===== config.mk =====
export PLATFORM = sky130hd
export DESIGN_NAME = wb_regfile
export DESIGN_NICKNAME = d
export VERILOG_FILES = /design/src/rtl/rv_pkg.sv /design/src/rtl/load_formatter.sv /design/src/rtl/wb_regfile.sv
export SDC_FILE = /design/constraint.sdc
export NUM_CORES = 2
export LEC_CHECK = 0
export ABC_AREA = 1
export CORE_MARGIN = 3
export CORE_UTILIZATION = 24
export CTS_CLUSTER_DIAMETER = 200
export CTS_CLUSTER_SIZE = 28
export DETAILED_ROUTE_END_ITERATION = 8
export PLACE_DENSITY = 0.42
export SLEW_MARGIN = 40
export SYNTH_ARGS = -nofsm -noshare
export SYNTH_HDL_FRONTEND = slang
export SYNTH_SLANG_ARGS = --single-unit

===== constraint.sdc =====
create_clock -name clk -period 3.2 [get_ports clk]
set_input_delay 0.64 -clock clk [delete_from_list [all_inputs] [get_ports clk]]
set_output_delay 0.64 -clock clk [all_outputs]
set_load 0.1 [all_outputs]

===== src/rtl/rv_pkg.sv =====
// Shared RV32I pipeline definitions used by the writeback stage and register file.
package rv_pkg;

    localparam int XLEN  = 32;
    localparam int NREGS = 32;

    typedef enum logic [1:0] {
        WB_ALU  = 2'b00,
        WB_LOAD = 2'b01,
        WB_PC4  = 2'b10,
        WB_NONE = 2'b11
    } wb_sel_t;

    localparam logic [2:0] F3_LB  = 3'b000;
    localparam logic [2:0] F3_LH  = 3'b001;
    localparam logic [2:0] F3_LW  = 3'b010;
    localparam logic [2:0] F3_LBU = 3'b100;
    localparam logic [2:0] F3_LHU = 3'b101;

endpackage


===== src/rtl/load_formatter.sv =====
// Extracts and sign/zero-extends the addressed byte or halfword of a raw load word.
module load_formatter #(
    parameter int XLEN = rv_pkg::XLEN
) (
    input  logic [XLEN-1:0] read_data,
    input  logic [2:0]      load_funct3,
    input  logic [1:0]      addr_low,
    output logic [XLEN-1:0] load_data
);
    import rv_pkg::*;

    logic [7:0]  byte_sel;
    logic [15:0] half_sel;

    always_comb begin
        byte_sel = read_data[7:0];
        unique case (addr_low)
            2'd0: byte_sel = read_data[7:0];
            2'd1: byte_sel = read_data[15:8];
            2'd2: byte_sel = read_data[23:16];
            2'd3: byte_sel = read_data[31:24];
            default: byte_sel = read_data[7:0];
        endcase
    end

    // Halfword selection ignores addr_low[0]; misalignment traps elsewhere.
    assign half_sel = addr_low[1] ? read_data[31:16] : read_data[15:0];

    always_comb begin
        load_data = '0;
        case (load_funct3)
            F3_LB:   load_data = {{(XLEN-8){byte_sel[7]}}, byte_sel};
            F3_LH:   load_data = {{(XLEN-16){half_sel[15]}}, half_sel};
            F3_LW:   load_data = read_data;
            F3_LBU:  load_data = {{(XLEN-8){1'b0}}, byte_sel};
            F3_LHU:  load_data = {{(XLEN-16){1'b0}}, half_sel};
            default: load_data = '0;
        endcase
    end

endmodule


===== src/rtl/wb_regfile.sv =====
// Writeback source select plus 32x32 integer register file with two bypassed read ports.
module wb_regfile #(
    parameter int XLEN  = 32,
    parameter int NREGS = 32
) (
    input  logic            clk,
    input  logic            reset,
    input  logic [1:0]      wb_sel,
    input  logic            reg_write,
    input  logic [4:0]      rd_addr,
    input  logic [XLEN-1:0] alu_result,
    input  logic [XLEN-1:0] read_data,
    input  logic [XLEN-1:0] pc_plus_four,
    input  logic [2:0]      load_funct3,
    input  logic [1:0]      addr_low,
    input  logic [4:0]      rs1_addr,
    input  logic [4:0]      rs2_addr,
    output logic [XLEN-1:0] rs1_data,
    output logic [XLEN-1:0] rs2_data,
    output logic [XLEN-1:0] wb_data,
    output logic            wb_we
);
    import rv_pkg::*;

    logic [XLEN-1:0] load_data;
    wb_sel_t         sel;

    // x0 is never stored; index 0 is handled by the read-port logic.
    logic [XLEN-1:0] regs_q [1:NREGS-1];
    logic [XLEN-1:0] regs_d [1:NREGS-1];

    load_formatter #(.XLEN(XLEN)) u_load_formatter (
        .read_data   (read_data),
        .load_funct3 (load_funct3),
        .addr_low    (addr_low),
        .load_data   (load_data)
    );

    assign sel = wb_sel_t'(wb_sel);

    always_comb begin
        wb_data = '0;
        case (sel)
            WB_ALU:  wb_data = alu_result;
            WB_LOAD: wb_data = load_data;
            WB_PC4:  wb_data = pc_plus_four;
            default: wb_data = '0;
        endcase
    end

    assign wb_we = reg_write && (rd_addr != 5'd0) && (sel != WB_NONE) && !reset;

    always_comb begin
        for (int i = 1; i < NREGS; i++) begin
            regs_d[i] = regs_q[i];
            if (wb_we && (rd_addr == 5'(i))) begin
                regs_d[i] = wb_data;
            end
        end
    end

    always_ff @(posedge clk) begin
        for (int i = 1; i < NREGS; i++) begin
            if (reset) begin
                regs_q[i] <= '0;
            end else begin
                regs_q[i] <= regs_d[i];
            end
        end
    end

    // Same-cycle bypass lets decode see the value being committed this edge.
    always_comb begin
        rs1_data = '0;
        if (rs1_addr == 5'd0) begin
            rs1_data = '0;
        end else if (wb_we && (rd_addr == rs1_addr)) begin
            rs1_data = wb_data;
        end else begin
            rs1_data = regs_q[rs1_addr];
        end
    end

    always_comb begin
        rs2_data = '0;
        if (rs2_addr == 5'd0) begin
            rs2_data = '0;
        end else if (wb_we && (rd_addr == rs2_addr)) begin
            rs2_data = wb_data;
        end else begin
            rs2_data = regs_q[rs2_addr];
        end
    end

endmodule


==> impl_metrics.prom <==
# TYPE chip_impl_metric gauge
chip_impl_info{name="status",value="complete, but fails checks"} 1
chip_impl_info{name="failed_checks",value="negative setup slack"} 1
chip_impl_info{name="setup_repair_after_global_routing_missed_its_margin",value="yes"} 1
chip_impl_metric{name="cellLeakagePower",unit="nW"} 30.6
chip_impl_metric{name="dp_hpwl",unit="um"} 204000
chip_impl_metric{name="rows",unit=""} 179
chip_impl_info{name="yosys-top-cells-area",value="edfxtp_1, nand2_1, nand3_1"} 1
chip_impl_metric{name="yosys_warnings",unit=""} 0
chip_impl_metric{name="crit_path_max_fanout",unit=""} 7
chip_impl_metric{name="global_route_wire_length_before_repair",unit="um"} 429000
chip_impl_metric{name="fmax",unit="MHz"} 303
chip_impl_metric{name="antenna_found_initial",unit=""} 16
chip_impl_metric{name="floorplan.die_area",unit="mm2"} 0.248
chip_impl_metric{name="synthAdderAreaFrac",unit=""} 0
chip_impl_metric{name="ctsHtreeMaxLevel",unit=""} 2
chip_impl_metric{name="synthesis.nets",unit=""} 7617
chip_impl_info{name="largestRegisters",value="regs_q: 992 flops"} 1
chip_impl_metric{name="post_drt_wl_per_cell",unit="um"} 28.1
chip_impl_metric{name="multi_input_area",unit="mm2"} 0.0262
chip_impl_info{name="hold_path.class",value="input port to flip-flop"} 1
chip_impl_metric{name="placement.cell_area",unit="mm2"} 0.0712
chip_impl_metric{name="timing.final.crit_period",unit="ns"} 3.31
chip_impl_metric{name="floorplan.die.height",unit="um"} 498
chip_impl_metric{name="drt_pass1_iterations",unit=""} 6
chip_impl_info{name="top_signal_layer_used",value="met5"} 1
chip_impl_metric{name="drt_iter0_drc",unit=""} 8021
chip_impl_metric{name="met3_wl_post_dr",unit="um"} 31600
chip_impl_metric{name="seq_power_share",unit=""} 0.483
chip_impl_metric{name="slew_headroom",unit=""} 0.514
chip_impl_metric{name="critical_path_arrival",unit="ns"} 2.67
chip_impl_metric{name="first_global_vias",unit=""} 54900
chip_impl_metric{name="largest_register_ff_count",unit=""} 992
chip_impl_metric{name="initial_core_util",unit=""} 0.243
chip_impl_metric{name="intPower",unit="mW"} 20.6
chip_impl_metric{name="part_of_the_total_power_dissipated_in_combinational_logic",unit=""} 0.300
chip_impl_metric{name="switching_power",unit="mW"} 11.1
chip_impl_metric{name="setup_tns",unit="ns"} -1.07
chip_impl_metric{name="cellPowerDensity",unit="mW/mm2"} 414
chip_impl_info{name="mostFrequentLayoutCell",value="nand2_1"} 1
chip_impl_metric{name="finalCritPeriodShare",unit=""} 1.03
chip_impl_metric{name="layout_setup_ws",unit="ns"} -0.106
chip_impl_metric{name="m1WireLength",unit="um"} 133000
chip_impl_metric{name="maxcap_violations",unit=""} 0
chip_impl_info{name="timing.critical_path.to_type",value="output port"} 1
chip_impl_metric{name="synth_compound_area_frac",unit=""} 0.0193
chip_impl_metric{name="antenna_left",unit=""} 0
chip_impl_metric{name="final-setup-viol-count",unit=""} 26
chip_impl_metric{name="cts-root-to-sink-buffers",unit=""} 3
chip_impl_metric{name="drc",unit=""} 0
chip_impl_metric{name="area.growth.synth_to_final",unit="%"} 31.7
chip_impl_metric{name="cp_data_required_time",unit="ns"} 2.56
chip_impl_metric{name="floorplan.die.width",unit="um"} 498
chip_impl_metric{name="cts_hold_buffers",unit=""} 0
chip_impl_metric{name="post_synth_num_cell_types",unit=""} 33
chip_impl_metric{name="post_synth_xor_area_fraction",unit=""} 0.000906
chip_impl_metric{name="synth_seq_area_share",unit=""} 0.513
chip_impl_metric{name="drt_wl_total",unit="um"} 314000
chip_impl_metric{name="syn-mean-instance-area",unit="um2"} 7.74
chip_impl_metric{name="avgViaCountPerCell",unit=""} 5.26
chip_impl_metric{name="n_fill_cell",unit=""} 25000
chip_impl_metric{name="seq_area",unit="mm2"} 0.0298
chip_impl_metric{name="syn_area",unit="mm2"} 0.0580
chip_impl_metric{name="clkPwrFrac",unit=""} 0.216
chip_impl_info{name="worst-setup-path-type",value="input port to output port"} 1
chip_impl_metric{name="groute.usage.overall",unit=""} 0.240
chip_impl_metric{name="synth_simple_gate_area_share",unit=""} 0.393
chip_impl_metric{name="worst_slew_pin_slew",unit="ns"} 0.729
chip_impl_metric{name="synthesis.instances",unit=""} 7496
chip_impl_metric{name="hold_ws",unit="ns"} 1.04
chip_impl_metric{name="final_area",unit="mm2"} 0.0765
chip_impl_info{name="synth_largest_area_cell",value="edfxtp_1"} 1
chip_impl_metric{name="place_congestion",unit=""} 0.910
chip_impl_metric{name="portBuffers",unit=""} 217
chip_impl_metric{name="finalNetCount",unit=""} 8098
chip_impl_metric{name="final_hold_viol_count",unit=""} 0
chip_impl_metric{name="synth-seq-cells",unit=""} 992
chip_impl_metric{name="io_pins",unit=""} 218
chip_impl_metric{name="share_of_synthesized_area_spent_on_multiplexers",unit=""} 0
chip_impl_metric{name="timing.final.max_slew_violations",unit=""} 0
chip_impl_info{name="cts_root_buffer",value="clkbuf_16"} 1
chip_impl_metric{name="switching_part_of_the_total",unit=""} 0.350
chip_impl_metric{name="largest_net_degree_at_the_start_of_global_routing",unit=""} 69
chip_impl_metric{name="post_route_cells_drive_above_1_share",unit=""} 0.194
chip_impl_info{name="top_register",value="regs_q"} 1
chip_impl_info{name="tritoncts",value="yes"} 1
chip_impl_metric{name="grt_remaining_overflow",unit=""} 0
chip_impl_metric{name="route.met2.wl",unit="um"} 136000
chip_impl_info{name="combinational_family_with_the_most_area_after_synthesis",value="simple AND/OR/NAND/NOR gates"} 1
chip_impl_metric{name="power.ir.vdd_worst",unit="V"} 0.000347
chip_impl_metric{name="top_area_cell_type_share_of_the_netlist_area",unit=""} 0.513
chip_impl_info{name="layout.cells.most_common_list",value="nand2_1, nand3_1, nor2_1, edfxtp_1, buf_4"} 1
chip_impl_metric{name="cts_inserted_buffers",unit=""} 41
chip_impl_metric{name="place_ws",unit="ns"} -0.817
chip_impl_metric{name="routed-via-count",unit=""} 58700
chip_impl_info{name="startpoint_type",value="input port"} 1
chip_impl_metric{name="core-area",unit="mm2"} 0.239
chip_impl_metric{name="clock-sinks",unit=""} 992
chip_impl_metric{name="cts.clk_slew.worst_paths",unit="ns"} 0.12
area by class of cell:
cell class,count,area share
timing repair buffer,1085,0.188
clock inverter,3,0.000442
multi-input combinational,5603,0.342
tap,3167,0.0518
sequential,992,0.390
clock buffer,41,0.0134
inverter,252,0.0142
antenna,4,0.000131
timing repair inverter,2,0.000262
worst max-delay path, stage by stage:
cell,delay [ns]
buf_16,0.14
buf_12,0.16
buf_16,0.14
xor2_2,0.14
nor2_1,0.10
nand2_1,0.11
nor2_4,0.13
clkinvlp_4,0.11
buf_12,0.16
buf_16,0.16
buf_8,0.14
nand2_2,0.07
nor2_2,0.05
nor2_2,0.14
buf_12,0.19
worst paths after layout:
path	startpoint	cells past startpoint	to
worst max-delay path	rs2_addr[0]	15	rs2_data[21]
worst min-delay path	reset	5	regs_q[11][31]$_SDFFCE_PN0P_
repair_timing:
action,CTS,global route
endpoints found under the setup margin,87,79
buffers inserted,44,23
pin swaps,50,97
gates resized for setup,361,289
gates cloned,26,16
synthesized netlist by cell type:
cell / instances
nand2_1: 2458
nand3_1: 1739
nor2_1: 1185
edfxtp_1: 992
buf_2: 253
clkbuf_1: 241
inv_1: 218
a21oi_1: 108
buf_1: 60
buf_6: 59
buf_4: 35
inv_2: 32
a22o_1: 22
a21oi_2: 12
o211ai_1: 12
nand2_4: 11
a21oi_4: 9
nand4_1: 8
nor2_2: 7
o21ai_0: 7
xor2_1: 6
nand3_2: 4
clkinv_1: 2
nand2_2: 2
nor2_4: 2
nor2_8: 2
nor4_4: 2
o21ai_1: 2
or2_2: 2
and2_1: 1
and3_1: 1
buf_8: 1
nor3_1: 1
stage by stage:
| step | instances | util | power, mW |
|---|---|---|---|
| 3_3_place_gp | 11000 | 0.298 | 24.2 |
| 6_report | 11100 | 0.320 | 31.6 |
| 4_1_cts | 11100 | 0.313 | 31.4 |
| 3_5_place_dp | 11000 | 0.298 | 24.2 |
| 5_1_grt | 11100 | 0.320 | 32.6 |
| 2_1_floorplan | 7496 | - | 19.7 |
power by group through the flow:
stage                     clock, mW  sequential [mW]  combinational, mW
final                          6.84             15.3               9.50
after global routing           7.34             15.4               9.88
after CTS                      6.99             15.3               9.10
after detailed placement          0             15.6               8.61
after global placement            0             15.6               8.62
after floorplan                   0             15.5               4.25
routing by layer:
| layer | global-route usage | vias to the layer above |
|---|---|---|
| met1 | 0.339 | 28900 |
| met2 | 0.367 | 3542 |
| met3 | 0.0415 | 587 |
| met4 | 0.0837 | 8 |
| met5 | 0 | - |
| li1 | - | 25700 |
cell families (layout without fill, tap and decap cells):
| logic type | after synthesis | in the layout |
|---|---|---|
| simple gates | 5425 | 5425 |
| compound gates | 172 | 172 |
| flops | 992 | 992 |
| other cells | 0 | 4 |
| xor+xnor | 6 | 6 |
| buf+inv | 901 | 1383 |
No activity file was read; power rests on OpenSTA's default activity.
